**config.mk**
```make
export PLATFORM = sky130hd
export DESIGN_NAME = bcp_implication_queue_flat
export DESIGN_NICKNAME = d
export VERILOG_FILES = /design/src/rtl/bcp_implication_queue_if.sv /design/src/rtl/bcp_implication_queue.sv /design/src/flat_wrapper.sv
export SDC_FILE = /design/constraint.sdc
export NUM_CORES = 1
export LEC_CHECK = 0
export ABC_AREA = 0
export CELL_PAD_IN_SITES_DETAIL_PLACEMENT = 0
export CELL_PAD_IN_SITES_GLOBAL_PLACEMENT = 1
export CORE_UTILIZATION = 45
export CTS_BUF_LIST = sky130_fd_sc_hd__clkbuf_2 sky130_fd_sc_hd__clkbuf_4 sky130_fd_sc_hd__clkbuf_8
export DETAILED_ROUTE_END_ITERATION = 7
export PLACE_DENSITY = 0.91
export SETUP_SLACK_MARGIN = 0.05
export SLEW_MARGIN = 20
export SYNTH_ARGS = -nofsm -noshare
export SYNTH_HDL_FRONTEND = slang
export SYNTH_SLANG_ARGS = --single-unit
```
**constraint.sdc**
```tcl
create_clock -name clk -period 3.68 [get_ports clk]
set_input_delay 1.104 -clock clk [delete_from_list [all_inputs] [get_ports clk]]
set_output_delay 1.104 -clock clk [all_outputs]
set_load 0.01 [all_outputs]
```
**src/rtl/bcp_implication_queue_if.sv**
```systemverilog
//------------------------------------------------------------------------------
// Module   : bcp_implication_queue_if
// Purpose  : Bundles the checker, controller and variable-state signals of the
//            BCP implication queue.
// Revision : 1.0 - initial release
//------------------------------------------------------------------------------
`default_nettype none

interface bcp_implication_queue_if #(
    parameter int NUM_VARS = 4,
    parameter int VAR_W    = 2
);
    logic                unit_exist;
    logic [VAR_W-1:0]    encoded_implication;
    logic                impl_value;
    logic                bcp_done;
    logic                dec_valid;
    logic [VAR_W-1:0]    dec_var;
    logic                dec_value;
    logic                load_valid;
    logic [NUM_VARS-1:0] load_free;
    logic [NUM_VARS-1:0] load_assignment;
    logic                en;
    logic [NUM_VARS-1:0] free;
    logic [NUM_VARS-1:0] assignment;
    logic                conflict;
    logic [VAR_W-1:0]    conflict_var;
    logic                ovf;
    logic                dec_err;
    logic                prop_done;
    logic                idle;

    // Checker/controller side
    modport master (
        output unit_exist, encoded_implication, impl_value, bcp_done,
               dec_valid, dec_var, dec_value,
               load_valid, load_free, load_assignment,
        input  en, free, assignment, conflict, conflict_var,
               ovf, dec_err, prop_done, idle
    );

    // Queue side
    modport slave (
        input  unit_exist, encoded_implication, impl_value, bcp_done,
               dec_valid, dec_var, dec_value,
               load_valid, load_free, load_assignment,
        output en, free, assignment, conflict, conflict_var,
               ovf, dec_err, prop_done, idle
    );
endinterface

`default_nettype wire

```
**src/rtl/bcp_implication_queue.sv**
```systemverilog
//------------------------------------------------------------------------------
// Module   : bcp_implication_queue
// Purpose  : Buffers unit implications, applies them to free/assignment and
//            re-launches the clause checker until fixpoint or conflict.
// Revision : 1.0 - initial release
//------------------------------------------------------------------------------
`default_nettype none

module bcp_implication_queue #(
    parameter int NUM_VARS = 4,
    parameter int VAR_W    = 2,
    parameter int DEPTH    = 4
) (
    input  wire logic               clk,
    input  wire logic               rst,
    bcp_implication_queue_if.slave  bus
);
    localparam int PTR_W   = $clog2(DEPTH);
    localparam int ENTRY_W = VAR_W + 1;

    localparam logic [1:0] IDLE     = 2'd0;
    localparam logic [1:0] WAIT_BCP = 2'd1;
    localparam logic [1:0] APPLY    = 2'd2;
    localparam logic [1:0] CONFLICT = 2'd3;

    logic [1:0]          state_q, state_d;
    logic [NUM_VARS-1:0] free_q, free_d, assign_q, assign_d;
    logic                en_q, en_d, conflict_q, conflict_d, ovf_q, ovf_d;
    logic [VAR_W-1:0]    cvar_q, cvar_d;
    logic                dec_err_q, dec_err_d, prop_done_q, prop_done_d;
    logic                progress_q, progress_d;
    logic [PTR_W:0]      wr_q, wr_d, rd_q, rd_d;
    logic [ENTRY_W-1:0]  fifo_q [DEPTH];

    function automatic logic in_range(input logic [VAR_W-1:0] idx);
        return int'(idx) < NUM_VARS;
    endfunction

    logic               full, empty;
    logic [ENTRY_W-1:0] head;
    logic [VAR_W-1:0]   head_var;
    logic               head_val;
    logic               dec_go, dec_bad;
    logic               push_ok, push_ovf, wait_done, wait_has;
    logic               app_new, app_cfl, app_last, progress_nxt;
    logic [PTR_W:0]     rd_inc;

    // Extra pointer bit separates full from empty when the low bits match
    assign full  = (wr_q[PTR_W] != rd_q[PTR_W]) && (wr_q[PTR_W-1:0] == rd_q[PTR_W-1:0]);
    assign empty = (wr_q == rd_q);
    assign head     = fifo_q[rd_q[PTR_W-1:0]];
    assign head_var = head[ENTRY_W-1:1];
    assign head_val = head[0];
    assign rd_inc   = rd_q + 1'b1;

    assign dec_go   = (state_q == IDLE) && bus.dec_valid && in_range(bus.dec_var) &&  free_q[bus.dec_var];
    assign dec_bad  = (state_q == IDLE) && bus.dec_valid && in_range(bus.dec_var) && !free_q[bus.dec_var];
    assign push_ok  = (state_q == WAIT_BCP) && bus.unit_exist && !full;
    assign push_ovf = (state_q == WAIT_BCP) && bus.unit_exist &&  full;
    assign wait_done = (state_q == WAIT_BCP) && bus.bcp_done && !push_ovf;
    assign wait_has  = push_ok || !empty;
    assign app_new  = (state_q == APPLY) && in_range(head_var) && free_q[head_var];
    assign app_cfl  = (state_q == APPLY) && in_range(head_var) && !free_q[head_var]
                      && (assign_q[head_var] != head_val);
    assign app_last = (state_q == APPLY) && !app_cfl && (rd_inc == wr_q);
    assign progress_nxt = progress_q || app_new;

    always_ff @(posedge clk or negedge rst) begin
        if (!rst) begin
            state_q     <= IDLE;
            free_q      <= '1;
            assign_q    <= '0;
            en_q        <= 1'b0;
            conflict_q  <= 1'b0;
            ovf_q       <= 1'b0;
            cvar_q      <= '0;
            dec_err_q   <= 1'b0;
            prop_done_q <= 1'b0;
            progress_q  <= 1'b0;
            wr_q        <= '0;
            rd_q        <= '0;
            for (int i = 0; i < DEPTH; i++) fifo_q[i] <= '0;
        end else begin
            state_q     <= state_d;
            free_q      <= free_d;
            assign_q    <= assign_d;
            en_q        <= en_d;
            conflict_q  <= conflict_d;
            ovf_q       <= ovf_d;
            cvar_q      <= cvar_d;
            dec_err_q   <= dec_err_d;
            prop_done_q <= prop_done_d;
            progress_q  <= progress_d;
            wr_q        <= wr_d;
            rd_q        <= rd_d;
            if (push_ok && !bus.load_valid)
                fifo_q[wr_q[PTR_W-1:0]] <= {bus.encoded_implication, bus.impl_value};
        end
    end

    always_comb begin : p_next_state
        state_d = state_q;
        unique case (state_q)
            IDLE:     if (dec_go) state_d = WAIT_BCP;
            WAIT_BCP: begin
                if (push_ovf)       state_d = CONFLICT;
                else if (wait_done) state_d = wait_has ? APPLY : IDLE;
            end
            APPLY: begin
                if (app_cfl)       state_d = CONFLICT;
                else if (app_last) state_d = progress_nxt ? WAIT_BCP : IDLE;
            end
            default:  state_d = state_q;
        endcase
        if (bus.load_valid) state_d = IDLE;
    end

    always_comb begin : p_outputs
        free_d      = free_q;
        assign_d    = assign_q;
        en_d        = 1'b0;
        conflict_d  = conflict_q;
        ovf_d       = ovf_q;
        cvar_d      = cvar_q;
        dec_err_d   = dec_bad;
        prop_done_d = 1'b0;
        progress_d  = progress_q;
        wr_d        = push_ok ? wr_q + 1'b1 : wr_q;
        rd_d        = rd_q;

        if (dec_go) begin
            free_d[bus.dec_var]   = 1'b0;
            assign_d[bus.dec_var] = bus.dec_value;
            en_d                  = 1'b1;
            progress_d            = 1'b0;
        end
        if (push_ovf) begin
            ovf_d      = 1'b1;
            conflict_d = 1'b1;
        end
        if (wait_done && !wait_has) prop_done_d = 1'b1;

        if (state_q == APPLY) begin
            rd_d = rd_inc;
            if (app_new) begin
                free_d[head_var]   = 1'b0;
                assign_d[head_var] = head_val;
            end
            // Drop whatever is still queued once a conflict is found
            if (app_cfl) begin
                conflict_d = 1'b1;
                cvar_d     = head_var;
                rd_d       = wr_q;
            end else begin
                progress_d = progress_nxt;
            end
            if (app_last) begin
                en_d        = progress_nxt;
                prop_done_d = !progress_nxt;
                progress_d  = 1'b0;
            end
        end

        if (bus.load_valid) begin
            free_d      = bus.load_free;
            assign_d    = bus.load_assignment;
            en_d        = 1'b0;
            conflict_d  = 1'b0;
            ovf_d       = 1'b0;
            cvar_d      = '0;
            dec_err_d   = 1'b0;
            prop_done_d = 1'b0;
            progress_d  = 1'b0;
            wr_d        = '0;
            rd_d        = '0;
        end
    end

    assign bus.en           = en_q;
    assign bus.free         = free_q;
    assign bus.assignment   = assign_q;
    assign bus.conflict     = conflict_q;
    assign bus.conflict_var = cvar_q;
    assign bus.ovf          = ovf_q;
    assign bus.dec_err      = dec_err_q;
    assign bus.prop_done    = prop_done_q;
    assign bus.idle         = (state_q == IDLE);
endmodule

`default_nettype wire
```
**src/flat_wrapper.sv**
```systemverilog
// flat-port wrapper written by rule: the top's interface ports become plain ports
module bcp_implication_queue_flat 
#(
    parameter int NUM_VARS = 4,
    parameter int VAR_W    = 2,
    parameter int DEPTH    = 4
)
  (clk, rst, bus_unit_exist, bus_encoded_implication, bus_impl_value, bus_bcp_done, bus_dec_valid, bus_dec_var, bus_dec_value, bus_load_valid, bus_load_free, bus_load_assignment, bus_en, bus_free, bus_assignment, bus_conflict, bus_conflict_var, bus_ovf, bus_dec_err, bus_prop_done, bus_idle);
  bcp_implication_queue_if #(.NUM_VARS(NUM_VARS), .VAR_W(VAR_W)) bus_i ();
  input  wire logic clk;
  input  wire logic rst;
  input wire logic [$bits(bus_i.unit_exist)-1:0] bus_unit_exist;
  input wire logic [$bits(bus_i.encoded_implication)-1:0] bus_encoded_implication;
  input wire logic [$bits(bus_i.impl_value)-1:0] bus_impl_value;
  input wire logic [$bits(bus_i.bcp_done)-1:0] bus_bcp_done;
  input wire logic [$bits(bus_i.dec_valid)-1:0] bus_dec_valid;
  input wire logic [$bits(bus_i.dec_var)-1:0] bus_dec_var;
  input wire logic [$bits(bus_i.dec_value)-1:0] bus_dec_value;
  input wire logic [$bits(bus_i.load_valid)-1:0] bus_load_valid;
  input wire logic [$bits(bus_i.load_free)-1:0] bus_load_free;
  input wire logic [$bits(bus_i.load_assignment)-1:0] bus_load_assignment;
  output wire logic [$bits(bus_i.en)-1:0] bus_en;
  output wire logic [$bits(bus_i.free)-1:0] bus_free;
  output wire logic [$bits(bus_i.assignment)-1:0] bus_assignment;
  output wire logic [$bits(bus_i.conflict)-1:0] bus_conflict;
  output wire logic [$bits(bus_i.conflict_var)-1:0] bus_conflict_var;
  output wire logic [$bits(bus_i.ovf)-1:0] bus_ovf;
  output wire logic [$bits(bus_i.dec_err)-1:0] bus_dec_err;
  output wire logic [$bits(bus_i.prop_done)-1:0] bus_prop_done;
  output wire logic [$bits(bus_i.idle)-1:0] bus_idle;
  assign bus_i.unit_exist = bus_unit_exist;
  assign bus_i.encoded_implication = bus_encoded_implication;
  assign bus_i.impl_value = bus_impl_value;
  assign bus_i.bcp_done = bus_bcp_done;
  assign bus_i.dec_valid = bus_dec_valid;
  assign bus_i.dec_var = bus_dec_var;
  assign bus_i.dec_value = bus_dec_value;
  assign bus_i.load_valid = bus_load_valid;
  assign bus_i.load_free = bus_load_free;
  assign bus_i.load_assignment = bus_load_assignment;
  assign bus_en = bus_i.en;
  assign bus_free = bus_i.free;
  assign bus_assignment = bus_i.assignment;
  assign bus_conflict = bus_i.conflict;
  assign bus_conflict_var = bus_i.conflict_var;
  assign bus_ovf = bus_i.ovf;
  assign bus_dec_err = bus_i.dec_err;
  assign bus_prop_done = bus_i.prop_done;
  assign bus_idle = bus_i.idle;
  bcp_implication_queue #(.NUM_VARS(NUM_VARS), .VAR_W(VAR_W), .DEPTH(DEPTH)) u_core (.clk(clk), .rst(rst), .bus(bus_i));
endmodule
```
==> results.ini <==
[place]
dp_hpwl_um=3500
place_congestion=0.771
dp_cells=309
dpl_cell_area_sq_um=2630
io_buffers=35

[synth]
syn-instance-count=213
synthTopCellsByArea=dfrtp_1, mux2_2, dfstp_2, ha_1, mux2i_1
synth.distinct_cells=46
synthArstFlopShare_pct=100
synth_edf_count=0
post-synth-top-area-cell=dfrtp_1
synth_area_sq_um=2230
seq_area_frac_synth_pct=40.7
synth_fp_nets=241
syn_avg_cell_area_sq_um=10.5
synth.top_cell.area_share_pct=36.0
synthFlopType=dfrtp_1
yosys_warnings=0
yosys-top-cells-count=dfrtp_1, nand2_1, mux2_2, nor2_1, inv_1
yosysMostFrequentCell=dfrtp_1
ys_seq_elements=36

[setup_path]
cp-start-kind=flop
cp.required_ns=3.85
crit_type=reg2reg
worstPathMaxFanout=9
critPathArrivalTime_ns=2.96
cp-end-kind=flop

[cts]
cts_buffers=5
cts_resized=0
root_buffer=clkbuf_8
clkTransAtPathRegs_ns=0.08
clkLatencyLatePin_ns=0.29
cts_buffer_depth=2
cts.sinks=36
cts_tree=built
post_cts_buffers=0
htree_num_levels=2
hold_buffers=0

[routing]
ant_nets=0
viasPerCell=5.34
drc=0
vias=1693
wl_per_cell_um=15.0
routed_wl_um=4760
drt_iter0_markers=107
drtPass1Iterations=4

[global_route]
antenna_found_initial=0
grtUsageMet2_pct=31.5
globalRouteMet1Util_pct=28.1
grt_max_degree=37
met3_usage_pct=3.47
grt_use_total_pct=19.8
grt_remaining_overflow=0
grt_pass1_wl_um=8020
first_global_vias=1692
top_usage_layer=met2

[power]
comb_power_share_pct=35.6
switching_power_mw=0.386
p_int_mw=0.788
power.density_nw_per_um2=431
switching_share_pct=32.9
vdd_drop_max_mv=0.263
p_seq_share_pct=39.2
p_leak_nw=1.21
p_clk_share_pct=25.2

[timing]
clock.fmax_ghz=0.359
rsz0062_at_grt=no
clock_skew_ns=0.00813
hold_violations=0
max_slew_margin_pct=62.6
drv_slew=0
setup_violations=0
timing.hold.ws_ns=0.503
tns_ns=0
fin_crit_sh_pct=75.7
worst_pin_slew_ns=0.557
period_minus_slack_ns=2.79

[die]
fp.dieH_um=72.3
die-area_sq_um=5230
die-width_um=72.3
rows=25
core_sq_um=4750
ios=36
start_util_pct=46.8

[cells_and_area]
layout-drive-gt1-share_pct=18.8
fin_cells=317
fin_nets=277
diodes=0
design_area_sq_um=2720
fin_util_pct=57.3
area_delta_synth_final_pct=22.4

[outcome]
status=finished clean

[job]
cap_violations=0

[worst_hold_path]
worstHoldPathType=reg2reg

==> through the flow <==
stage                     power, mW  setup slack, ns
after floorplan               0.786             1.23
after global placement        0.875            0.771
after detailed placement      0.885            0.691
after CTS                      1.18            0.880
after global routing           1.24            0.717
final                          1.17            0.893
==> power groups by stage <==
stage	clock, mW	combinational (mW)	sequential, mW
2_1_floorplan	0	0.320	0.466
3_3_place_gp	0	0.409	0.466
3_5_place_dp	0	0.418	0.467
4_1_cts	0.303	0.420	0.460
5_1_grt	0.316	0.460	0.464
6_report	0.296	0.418	0.460
==> cells in the final DEF (no fill, tap or decap), types with 3 or more instances in the layout <==
cell / instances
a21oi_1: 8
and3_1: 3
buf_4: 3
clkbuf_8: 6
clkdlybuf4s50_1: 35
dfrtp_1: 32
dfstp_2: 4
ha_1: 8
inv_1: 13
mux2_2: 15
mux2_4: 4
mux2i_1: 10
mux4_2: 3
nand2_1: 24
nand3_1: 9
nor2_1: 15
nor3_1: 6
nor4_1: 3
o21ai_0: 10
xnor2_1: 3
xor2_1: 3
==> area by class of cell <==
cell class / count / area (sq um)
clock buffers: 6 / 82.6
clock inverters: 2 / 10.0
fillers: 438 / 2030
inverters: 13 / 48.8
multi-input cells: 155 / 1220
flip-flops and latches: 36 / 906
well taps: 67 / 83.8
repair buffers: 38 / 373
==> critical path, stage by stage, from the launching register on <==
cell and delay, ns:
dfrtp_1 0.55, mux4_2 0.74, mux2i_4 0.24, mux2i_2 0.35
nand4_2 0.32, a21o_1 0.29, and3_1 0.18
==> registers in the layout (all words and copies together) (netlist names), 2 cells and up <==
name and flops:
u_core.bus.assignment 4, u_core.bus.conflict_var 2, u_core.bus.free 4, u_core.fifo_q 12
u_core.rd_q 3, u_core.state_q 2, u_core.wr_q 3
==> per-layer routing <==
metal / vias to the layer above / routed length, um
met5: - / 0
met4: 0 / 36
met3: 5 / 169
met2: 34 / 2190
met1: 820 / 2370
li1: 834 / -
==> worst paths after layout <==
kind / slack (ns) / cells after the start / from / end
max in group asynchronous: 2.11 / 2 / rst / u_core.bus.free[2]$_DFF_PN1_
min in group asynchronous: 1.23 / 2 / rst / u_core.bus.dec_err$_DFF_PN0_
min: 0.50 / 1 / u_core.fifo_q[2]$_DFFE_PN0P_ / u_core.fifo_q[2]$_DFFE_PN0P_
max: 0.89 / 6 / u_core.rd_q[0]$_DFFE_PN0P_ / u_core.bus.en$_DFF_PN0_
min reg2reg: 0.50 / 1 / u_core.fifo_q[2]$_DFFE_PN0P_ / u_core.fifo_q[2]$_DFFE_PN0P_
max reg2reg: 0.89 / 6 / u_core.rd_q[0]$_DFFE_PN0P_ / u_core.bus.en$_DFF_PN0_
==> cells by family after synthesis <==
logic type               share of synthesized area [%]
adder cells (fa/ha/maj)                           4.50
multiplexers                                      21.1
buffers and inverters                             4.50
XOR/XNOR                                          3.43
AND/OR/NAND/NOR                                   15.5
flip-flops                                        40.7
AO/OA/AOI/OAI                                     10.3
Power figures use the tool's default switching activity.
